--- src/rtl/mem_access_seq_if.sv ---
// Request, memory and size-handler signals of mem_access_seq.
// master = the sequencer, slave = control unit / memory / size handler side.
interface mem_access_seq_if;
    logic        start;
    logic [2:0]  op;
    logic [31:0] addr;
    logic [31:0] store_data;
    logic        busy;
    logic        done;
    logic        misalign;
    logic [31:0] mem_addr;
    logic        mem_wr;
    logic [31:0] mem_wdata;
    logic [31:0] mem_rdata;
    logic [2:0]  sh_sel;
    logic [31:0] sh_mem;
    logic [31:0] sh_b;
    logic [31:0] sh_out;
    logic [31:0] load_data;

    modport master (
        input  start, op, addr, store_data, mem_rdata, sh_out,
        output busy, done, misalign, mem_addr, mem_wr, mem_wdata,
               sh_sel, sh_mem, sh_b, load_data
    );

    modport slave (
        output start, op, addr, store_data, mem_rdata, sh_out,
        input  busy, done, misalign, mem_addr, mem_wr, mem_wdata,
               sh_sel, sh_mem, sh_b, load_data
    );
endinterface

--- src/rtl/mem_access_seq.sv ---
// Multicycle load/store sequencer feeding the byte-lane size handler.
// Define MEM_ACCESS_ALIGN_CHECK_EN to fault misaligned lh/sh/lw/sw (misalign pulse, no access).
module mem_access_seq #(
    parameter int unsigned MEM_RD_LAT = 1
) (
    input  logic             clk,
    input  logic             reset,
    mem_access_seq_if.master bus
);
    typedef enum logic [2:0] {IDLE, RD_WAIT, CAPTURE, MERGE, WRITE, DONE} state_t;

    localparam logic [2:0] OP_SB   = 3'b000;
    localparam logic [2:0] OP_SW   = 3'b001;
    localparam logic [2:0] OP_SH   = 3'b010;
    localparam logic [2:0] OP_LB   = 3'b011;
    localparam logic [2:0] OP_LW   = 3'b100;
    localparam logic [2:0] OP_LH   = 3'b101;
    localparam logic [2:0] SEL_OFF = 3'b111;
    localparam logic [3:0] LAT_LAST = 4'(MEM_RD_LAT - 1);

    state_t      r_state;
    logic [2:0]  r_op;
    logic [3:0]  r_cnt;
    logic        r_mis_pend;
    logic        r_busy, r_done, r_misalign, r_mem_wr;
    logic [31:0] r_mem_addr, r_mem_wdata, r_sh_mem, r_sh_b, r_load_data;
    logic [2:0]  r_sh_sel;
    logic        w_illegal, w_misalign, w_is_load;

    always_comb begin
        w_illegal = (bus.op > OP_LH);
`ifdef MEM_ACCESS_ALIGN_CHECK_EN
        w_misalign = ((bus.op == OP_LH || bus.op == OP_SH) && bus.addr[0]) ||
                     ((bus.op == OP_LW || bus.op == OP_SW) && (bus.addr[1:0] != 2'b00));
`else
        w_misalign = 1'b0;
`endif
        w_is_load = (r_op == OP_LB) || (r_op == OP_LW) || (r_op == OP_LH);
    end

    always_ff @(posedge clk or posedge reset) begin
        if (reset) begin
            r_state     <= IDLE;
            r_op        <= 3'b000;
            r_cnt       <= 4'd0;
            r_mis_pend  <= 1'b0;
            r_busy      <= 1'b0;
            r_done      <= 1'b0;
            r_misalign  <= 1'b0;
            r_mem_wr    <= 1'b0;
            r_mem_addr  <= 32'd0;
            r_mem_wdata <= 32'd0;
            r_sh_mem    <= 32'd0;
            r_sh_b      <= 32'd0;
            r_load_data <= 32'd0;
            r_sh_sel    <= SEL_OFF;
        end else begin
            r_done     <= 1'b0;
            r_misalign <= 1'b0;
            r_mem_wr   <= 1'b0;
            r_sh_sel   <= SEL_OFF;
            unique case (r_state)
                IDLE: if (bus.start) begin
                    r_op       <= bus.op;
                    r_mem_addr <= bus.addr;
                    r_sh_b     <= bus.store_data;
                    r_cnt      <= 4'd0;
                    r_busy     <= 1'b1;
                    if (w_illegal) begin
                        r_state <= DONE;
                    end else if (w_misalign) begin
                        r_state    <= DONE;
                        r_mis_pend <= 1'b1;
                    end else if (bus.op == OP_SW) begin
                        // sw replaces the whole word, so the read is skipped
                        r_state  <= MERGE;
                        r_sh_sel <= OP_SW;
                    end else begin
                        r_state <= RD_WAIT;
                    end
                end
                RD_WAIT: begin
                    r_cnt <= r_cnt + 4'd1;
                    if (r_cnt == LAT_LAST) r_state <= CAPTURE;
                end
                CAPTURE: begin
                    r_sh_mem <= bus.mem_rdata;
                    r_sh_sel <= r_op;
                    r_state  <= MERGE;
                end
                MERGE: begin
                    if (w_is_load) begin
                        r_load_data <= bus.sh_out;
                        r_state     <= DONE;
                    end else begin
                        r_mem_wdata <= bus.sh_out;
                        r_mem_wr    <= 1'b1;
                        r_state     <= WRITE;
                    end
                end
                WRITE: r_state <= DONE;
                DONE: begin
                    // done trails the DONE state by one cycle so it lands on the IDLE cycle
                    r_done     <= 1'b1;
                    r_misalign <= r_mis_pend;
                    r_mis_pend <= 1'b0;
                    r_busy     <= 1'b0;
                    r_state    <= IDLE;
                end
                default: r_state <= IDLE;
            endcase
        end
    end

    assign bus.busy      = r_busy;
    assign bus.done      = r_done;
    assign bus.misalign  = r_misalign;
    assign bus.mem_addr  = r_mem_addr;
    assign bus.mem_wr    = r_mem_wr;
    assign bus.mem_wdata = r_mem_wdata;
    assign bus.sh_sel    = r_sh_sel;
    assign bus.sh_mem    = r_sh_mem;
    assign bus.sh_b      = r_sh_b;
    assign bus.load_data = r_load_data;
endmodule

--- src/flat_wrapper.sv ---
// flat-port wrapper written by rule: the top's interface ports become plain ports
module mem_access_seq_flat 
#(
    parameter int unsigned MEM_RD_LAT = 1
)
  (clk, reset, bus_start, bus_op, bus_addr, bus_store_data, bus_mem_rdata, bus_sh_out, bus_busy, bus_done, bus_misalign, bus_mem_addr, bus_mem_wr, bus_mem_wdata, bus_sh_sel, bus_sh_mem, bus_sh_b, bus_load_data);
  mem_access_seq_if bus_i ();
  input  logic clk;
  input  logic reset;
  input wire logic [$bits(bus_i.start)-1:0] bus_start;
  input wire logic [$bits(bus_i.op)-1:0] bus_op;
  input wire logic [$bits(bus_i.addr)-1:0] bus_addr;
  input wire logic [$bits(bus_i.store_data)-1:0] bus_store_data;
  input wire logic [$bits(bus_i.mem_rdata)-1:0] bus_mem_rdata;
  input wire logic [$bits(bus_i.sh_out)-1:0] bus_sh_out;
  output wire logic [$bits(bus_i.busy)-1:0] bus_busy;
  output wire logic [$bits(bus_i.done)-1:0] bus_done;
  output wire logic [$bits(bus_i.misalign)-1:0] bus_misalign;
  output wire logic [$bits(bus_i.mem_addr)-1:0] bus_mem_addr;
  output wire logic [$bits(bus_i.mem_wr)-1:0] bus_mem_wr;
  output wire logic [$bits(bus_i.mem_wdata)-1:0] bus_mem_wdata;
  output wire logic [$bits(bus_i.sh_sel)-1:0] bus_sh_sel;
  output wire logic [$bits(bus_i.sh_mem)-1:0] bus_sh_mem;
  output wire logic [$bits(bus_i.sh_b)-1:0] bus_sh_b;
  output wire logic [$bits(bus_i.load_data)-1:0] bus_load_data;
  assign bus_i.start = bus_start;
  assign bus_i.op = bus_op;
  assign bus_i.addr = bus_addr;
  assign bus_i.store_data = bus_store_data;
  assign bus_i.mem_rdata = bus_mem_rdata;
  assign bus_i.sh_out = bus_sh_out;
  assign bus_busy = bus_i.busy;
  assign bus_done = bus_i.done;
  assign bus_misalign = bus_i.misalign;
  assign bus_mem_addr = bus_i.mem_addr;
  assign bus_mem_wr = bus_i.mem_wr;
  assign bus_mem_wdata = bus_i.mem_wdata;
  assign bus_sh_sel = bus_i.sh_sel;
  assign bus_sh_mem = bus_i.sh_mem;
  assign bus_sh_b = bus_i.sh_b;
  assign bus_load_data = bus_i.load_data;
  mem_access_seq #(.MEM_RD_LAT(MEM_RD_LAT)) u_core (.clk(clk), .reset(reset), .bus(bus_i));
endmodule
--- config.mk ---
export PLATFORM = sky130hd
export DESIGN_NAME = mem_access_seq_flat
export DESIGN_NICKNAME = d
export VERILOG_FILES = /design/src/rtl/mem_access_seq_if.sv /design/src/rtl/mem_access_seq.sv /design/src/flat_wrapper.sv
export SDC_FILE = /design/constraint.sdc
export NUM_CORES = 1
export LEC_CHECK = 0
export CORE_ASPECT_RATIO = 2
export CORE_MARGIN = 1.5
export CORE_UTILIZATION = 42
export CTS_BUF_LIST = sky130_fd_sc_hd__clkbuf_16
export DETAILED_ROUTE_END_ITERATION = 8
export GPL_TIMING_DRIVEN = 0
export PLACE_DENSITY_LB_ADDON = 0.05
export SETUP_SLACK_MARGIN = 0.5
export SYNTH_ARGS = -nofsm -noshare
export SYNTH_HDL_FRONTEND = slang
export SYNTH_SLANG_ARGS = --single-unit
--- constraint.sdc ---
create_clock -name clk -period 6.6 [get_ports clk]
set_input_delay 1.32 -clock clk [delete_from_list [all_inputs] [get_ports clk]]
set_output_delay 1.32 -clock clk [all_outputs]
set_load 0.05 [all_outputs]
# --- Word level (Yosys, flattened, before mapping) ---
# Index checks and enable logic that the tools add are counted.
totals:
  in_bits: 134
  latchBits: 0
  word_cells: 55
  ram_bits: 0
  mem_count: 0
  reg_bits: 176
  rom_bits: 0
  out_inout_bits: 167
op_classes:
  bitwise: 1
  addsub: 1
  eq_ne: 11
  magnitude_cmp: 1
  n_mul: 0
  reduce_logical: 12
  shifts: 0
  n_div: 0
  mux: 17
ops:
  columns: ["op", "n"]
  rows:
  - ["$mux W3", 6]
  - ["$pmux W3 S5", 1]
  - ["$eq A3 B3 Y1 const B", 4]
  - ["$reduce_and A2 Y1", 6]
  - ["$eq A3 B2 Y1 const B", 3]
  - ["$pmux W4 S2", 1]
  - ["$eq A3 B1 Y1 const B", 2]
  - ["$pmux W3 S2", 1]
  - ["$mux W1", 5]
  - ["$add A4 B1 Y4 const B", 1]
  - ["$logic_not A4 Y1", 1]
  - ["$mux W4", 1]
  - ["$reduce_bool A2 Y1", 2]
  - ["$gt A3 B3 Y1 const B", 1]
  - ["$logic_not A3 Y1", 1]
  - ["$logic_or A1 B1 Y1", 2]
  - ["$mux W2", 1]
  - ["$ne A2 B1 Y1 const B", 1]
  - ["$ne A2 B2 Y1 const B", 1]
  - ["$pmux W1 S2", 1]
  - ["$not A1 Y1", 1]

# --- Depth between registers and ports, before layout ---
# Gate-level depths: netlist (run 1).
depth:
  word_depth: 5
  ltp_mapped: 6

# --- Least setup slack after synthesis (run 1) ---
# OpenSTA, ideal clock, no wires.
synth_path:
  path_kind: "input-to-reg"
  startpoint: "in bus_start"
  endpoint: "reg u_core.r_mem_addr[27] (netlist: u_core.bus.mem_addr[27])"
  arrival_time_ps: 2231
  setup_slack_ps: 4241
  required_ps: 6473
  cell_stages: 4
  setup_ps: 127
  path_cell_list: "nor4b_4 buf_4 buf_6 mux2_1"
synth_between:
  elab_chain_cells: 1
synth_rtl:
  columns: ["element", "line", "rtl"]
  rows:
  - ["start: declaration", "flat_wrapper.sv:10", "input wire logic [$bits(bus_i.start)-1:0] bus_start;"]
  - ["$reduce_and A2 Y1 (no source line)", null, null]
  - ["end signal: assignment", "mem_access_seq.sv:65", "r_mem_addr <= bus.addr;"]
  - ["end: declaration", "mem_access_seq.sv:26", "logic [31:0] r_mem_addr, r_mem_wdata, r_sh_mem, r_sh_b, r_load_data;"]
# No other way between the ends.
# A chain may end at the register's enable or synchronous reset.

# --- Worst setup path in the final report (run 1) ---
layout_path:
  startpoint: "reg u_core.r_sh_sel[2] (netlist: u_core.bus.sh_sel[2])"
  endpoint: "out bus_sh_sel[2]"
layout_lines:
  columns: ["element", "line", "rtl"]
  rows:
  - ["start: declaration", "mem_access_seq.sv:27", "logic [2:0] r_sh_sel;"]
  - ["start signal: assignment", "mem_access_seq.sv:88", "r_sh_sel <= r_op;"]
  - ["end: declaration", "flat_wrapper.sv:22", "output wire logic [$bits(bus_i.sh_sel)-1:0] bus_sh_sel;"]
# No word-level cell between the ends.

==> flow_summary.ini, run 1 <==
[critical_path]
worst_setup_path_start_kind = flop
slowest_stage = clkdlybuf4s50_1
reg2regPathDepth = 5
critPathRequiredTime_ns = 5.28
crit_type = flop to primary output
crit_family = buffers and inverters
cp-end-kind = primary output
critPathBufInv = 1
arrival_ns = 1.77
slowest_delay_ns = 0.84
crit_chain = clkdlybuf4s50_1
crit_cells = 1
crit_fanout = 1

[logic_synthesis]
async_flop_share_pct = 100
synth_compound_area_share_pct = 1.34
synth_nets = 548
syn_avg_cell_area_um2 = 16.3
ys_ff_latch = 176
synth_edf_count = 0
synthCells = 412
synth-xor-area-share_pct = 0
yosysSeqAreaShare_pct = 65.6
synthMuxAreaShare_pct = 27.5
synth_top_family_by_area = multiplexers
netlist_area_um2 = 6720
synth_top_cell_area_share_pct = 64.4
yosys.area_share.simple_pct = 2.68
yosysTopAreaCell = dfrtp_1
synthAdderAreaFrac_pct = 0.373
synth_area_leaders = dfrtp_1 (64%), mux2_2 (25%), mux2_1 (2.3%)
ys_dominant_reg_cell = dfrtp_1
ys_warn_count = 0
ys_types = 33

[flow_run]
max-cap-violations = 0

[finish]
fill_cells = 1150
antenna_cells = 0
nNetsFinal = 867
final-seq-area_um2 = 4410
drive_gt1_share_pct = 27.6
final_util_pct = 67.5
area_delta_synth_final_pct = 57.6
multiInputGateArea_um2 = 2140

[placed_design]
io_buffers = 299
routabilityCongestion = 0.741
hpwl_um = 13000

[status]
status = completed

[timing]
setup_viol = 0
fmax_mhz = 323
hold_viol_final = 0
rsz0062_at_grt = no
finClkSkew_ns = 0.00616
slew_violations = 0
tightest_slew_ns = 0.590
max_slew_margin_pct = 60.6
fin_crit_ns = 3.09
post-route-period-util_pct = 46.9

[floorplanning]
row_count = 65
core_um2 = 15700
dieArea_um2 = 16800
die_w_um = 92.4
die_h_um = 182
initial_core_util_pct = 42.8
pin_count = 301

[worst_hold_path]
hold_class = flop to flop
worstHoldPathCells = 1

[clock_network]
clock-sinks = 176
ctsHoldBuffers = 0
clock_latency_ns = 0.42
numCtsBuffers = 17
post_cts_buffers = 0
htreeDepth = 4
cts_tree = built
cts_resized = 0
cts_buffer_depth = 2
clk_pin_slew_ns = 0.06
clockRootBuffer = clkbuf_16

[detailed_routing]
viasPerCell = 4.85
drt_first_pass_iters = 4
vias = 4582
wirelength_um = 16800
wl_per_cell_um = 17.8
drc_errors = 0
drt_iter0_drc = 90
ant_nets = 0

[grt]
grt_pass1_wl_um = 26500
grt_max_degree = 110
antenna_found_initial = 0
gr-total-overflow = 0
grt_use_total_pct = 20.6
first_global_vias = 5128
[cells in the final DEF (no fill, tap or decap), types with 2 or more instances in the layout]
cell type | netlist | routed
buf_2 | 12 | 12
nand2_1 | 4 | 4
dfstp_2 | 3 | 3
inv_6 | 0 | 3
mux2_1 | 14 | 14
nor4b_1 | 2 | 2
dfrtp_1 | 173 | 173
clkinvlp_4 | 0 | 3
nand2b_1 | 2 | 2
buf_4 | 4 | 4
clkbuf_16 | 0 | 17
clkinv_1 | 0 | 2
nand3_1 | 5 | 5
nand3b_1 | 2 | 2
clkdlybuf4s50_1 | 0 | 299
o21ai_0 | 4 | 4
inv_1 | 6 | 5
mux2_2 | 149 | 149
bufinv_16 | 0 | 3
nor2_1 | 4 | 4
nor2b_1 | 2 | 2
ha_1 | 2 | 2
buf_6 | 4 | 4
clkbuf_1 | 2 | 2
clkinv_2 | 0 | 2
and3b_1 | 2 | 2
o21a_1 | 3 | 3
[stage by stage]
step	instances	TNS [ns]	area [um^2]	hold slack (ns)	setup WS, ns
2_1_floorplan	412	0	6720	0.455	0.511
3_3_place_gp	912	-267.33	9960	0.468	-1.57
3_5_place_dp	913	0	10000	0.477	3.33
4_1_cts	944	0	10600	0.492	3.47
5_1_grt	944	0	10600	0.508	3.47
6_report	944	0	10600	0.485	3.51
[final timing paths]
path	from	endpoint	slack [ns]
worst min register to register	u_core.bus.mem_wdata[12]	u_core.bus.mem_wdata[12]	0.49
worst min-delay path	u_core.bus.mem_wdata[12]	u_core.bus.mem_wdata[12]	0.49
min in group asynchronous	reset	u_core.bus.sh_mem[20]	1.34
max in group asynchronous	reset	u_core.bus.sh_b[1]	4.36
worst max-delay path	u_core.bus.sh_sel[2]	bus_sh_sel[2]	3.51
worst max register to register	u_core.r_state[0]	u_core.bus.sh_b[1]	4.73
[cell usage after synthesis, drive strengths merged (2+ instances only)]
library cell and number:
nand3 5, inv 6, buf 20, ha 2
dfrtp 173, clkbuf 2, o21ai 4, and3b 2
nand2 4, nor2b 2, nand2b 2, nor4b 3
o21a 3, nor2 4, dfstp 3, nand3b 2
mux2 163
[per-layer routing]
metal,vias to the layer above,routed length [um],GRT usage (%)
met5,-,0,0
met4,0,602,10.2
met3,38,1070,5.36
met2,194,9580,38.8
met1,2265,5520,20.2
li1,2085,-,-
[final cells by class]
type | instances | share of cell area [%]
buffer | 22 | 1.35
inverter | 6 | 0.284
clock inverter | 14 | 1.56
timing repair buffer | 300 | 28.5
tap | 201 | 2.38
sequential | 176 | 41.6
multi-input combinational | 208 | 20.3
clock buffer | 17 | 4.02
[kinds of logic after synthesis]
logic type / Yosys count
compound gates: 13
fa+ha+maj: 2
buf+inv: 28
mux: 164
simple gates: 28
flops: 176
other cells: 1
[state kept, by name, indices dropped and copies added (netlist names)]
| signal | flops |
|---|---|
| u_core.bus.mem_wr | 1 |
| u_core.bus.sh_mem | 32 |
| u_core.bus.sh_b | 32 |
| u_core.bus.busy | 1 |
| u_core.r_cnt | 4 |
| u_core.bus.mem_wdata | 32 |
| u_core.bus.mem_addr | 32 |
| u_core.bus.load_data | 32 |
| u_core.r_op | 3 |
| u_core.bus.sh_sel | 3 |
| u_core.r_state | 3 |
| u_core.bus.done | 1 |
Power of run 1 is not shown: default switching activity piles up to over one toggle a cycle in this logic, so the estimate is an artifact.
==> run 2: changes to the inputs <==
==> constraint.sdc (replaced) <==
create_clock -name clk -period 2.9 [get_ports clk]
set_input_delay 0.58 -clock clk [delete_from_list [all_inputs] [get_ports clk]]
set_output_delay 0.58 -clock clk [all_outputs]
set_load 0.05 [all_outputs]
==> run 2 against run 1 <==
Net effect: cell area grew 0.20%; count of clock-buffer cells in the layout unchanged; largest cell class unchanged; routed wire length up 0.78%; worst setup slack worse by 3.0 ns; first-iteration DRC count shrank 27%; die area unchanged; highest routed layer unchanged; critical path depth stayed put; cell count grew 0.53%; global-route usage up 0.31 points.
==> flow_summary.ini, run 2 (same netlist as run 1, synthesis figures left out) <==
[critical_path]
cp-end-kind = primary output
r2r_start = u_core.r_state[0]
crit_chain = clkdlybuf4s50_1
r2r_slack_ns = 0.95
crit_fanout = 1
reg2regPathDepth = 5
arrival_ns = 1.77
worst_setup_path_start_kind = flop
critPathBufInv = 1
slowest_delay_ns = 0.83
crit_family = buffers and inverters
critPathRequiredTime_ns = 2.32
r2r-end = u_core.bus.sh_b[3]
slowest_stage = clkdlybuf4s50_1
crit_type = flop to primary output

[clock_network]
clock-sinks = 176
cts_tree = built
clock_latency_ns = 0.43
clk_pin_slew_ns = 0.07
ctsHoldBuffers = 0
cts_buffer_depth = 2
numCtsBuffers = 17
clockRootBuffer = clkbuf_16
htreeDepth = 4

[placed_design]
dpl.cell_count = 916
io_buffers = 299
hpwl_um = 13200
routabilityCongestion = 0.800

[detailed_routing]
drt_iter0_drc = 66
viasPerCell = 4.87
ant_nets = 0
wirelength_um = 16900
wl_per_cell_um = 17.8
drt_first_pass_iters = 4
vias = 4617
drc_errors = 0

[finish]
drive_gt1_share_pct = 28.1
fin_cells = 949
final_cell_mix = clkdlybuf4s50_1 (298), dfrtp_1 (173), mux2_2 (149)
area_delta_synth_final_pct = 57.9
fill_cells = 1167
nNetsFinal = 870
final_common_cell = clkdlybuf4s50_1

[timing]
setup_viol = 0
finClkSkew_ns = 0.00745
post-route-period-util_pct = 81.1
fmax_mhz = 425
rsz0062_at_grt = no
max_slew_margin_pct = 43.5
hold_viol_final = 0
tightest_slew_ns = 0.846
slew_violations = 0
fin_crit_ns = 2.35

[grt]
gr-total-overflow = 0
grt_pass1_wl_um = 26700
grt_max_degree = 43
antenna_found_initial = 1
grt_use_total_pct = 20.9
first_global_vias = 5171

[worst_hold_path]
min_to = u_core.bus.mem_wdata[12]
worstHoldPathCells = 1
hold_class = flop to flop
worstHoldStart = u_core.bus.mem_wdata[12]

[floorplanning]
die_w_um = 92.4
pin_count = 301
core_um2 = 15700
die_h_um = 182
dieArea_um2 = 16800
initial_core_util_pct = 42.8
row_count = 65

[flow_run]
max-cap-violations = 0

[status]
status = completed
-- run 2: how the worst max path moves through the flow --
stage / start / to / slack (ns) / cells past startpoint
after floorplan: reset / u_core.bus.busy / 0.07 / 1
after global placement: reset / u_core.bus.mem_addr[19] / -1.26 / 2
after detailed placement: bus_start / u_core.bus.sh_b[3] / 0.30 / 5
after CTS: u_core.bus.sh_sel[2] / bus_sh_sel[2] / 0.52 / 1
after global routing: u_core.bus.sh_sel[1] / bus_sh_sel[1] / 0.51 / 1
final: u_core.bus.sh_sel[1] / bus_sh_sel[1] / 0.55 / 1
-- run 2: final cells by class --
cell class / instances / area [um^2] / share of cell area [%]
clock buffers: 17 / 425 / 4.01
inverters: 6 / 26.3 / 0.248
flip-flops and latches: 176 / 4410 / 41.5
plain buffers: 22 / 143 / 1.34
repair buffers: 303 / 3080 / 29.0
well taps: 201 / 251 / 2.37
diodes: 1 / 2.50 / 0.0236
clock inverters: 15 / 133 / 1.25
multi-input cells: 208 / 2140 / 20.2
-- run 2: metal layers --
metal / up-vias / part of all wire (%) / GRT usage [%]
met5: - / 0 / 0
met4: 0 / 4.6 / 11.3
met3: 44 / 7.4 / 7.54
met2: 201 / 55 / 37.8
met1: 2289 / 33 / 20.2
li1: 2083 / - / -
-- run 2: what timing repair did --
item                                    CTS  global route
resized for setup                         0             1
hold endpoints to repair                  0             0
endpoints found under the setup margin    0             1
setup buffers                             0             0
-- run 2: stage by stage --
stage / area [um^2] / utilization (%) / hold WS [ns] / worst slack, ns / setup TNS [ns]
6_report: 10600 / 67.6 / 0.487 / 0.548 / 0
5_1_grt: 10600 / 67.6 / 0.511 / 0.506 / 0
4_1_cts: 10600 / 67.6 / 0.491 / 0.524 / 0
3_5_place_dp: 10000 / 64.0 / 0.475 / 0.303 / 0
3_3_place_gp: 9970 / 63.5 / 0.467 / -1.26 / -217.12
2_1_floorplan: 6720 / - / 0.455 / 0.0698 / 0
Power of run 2 is left out for the same reason.
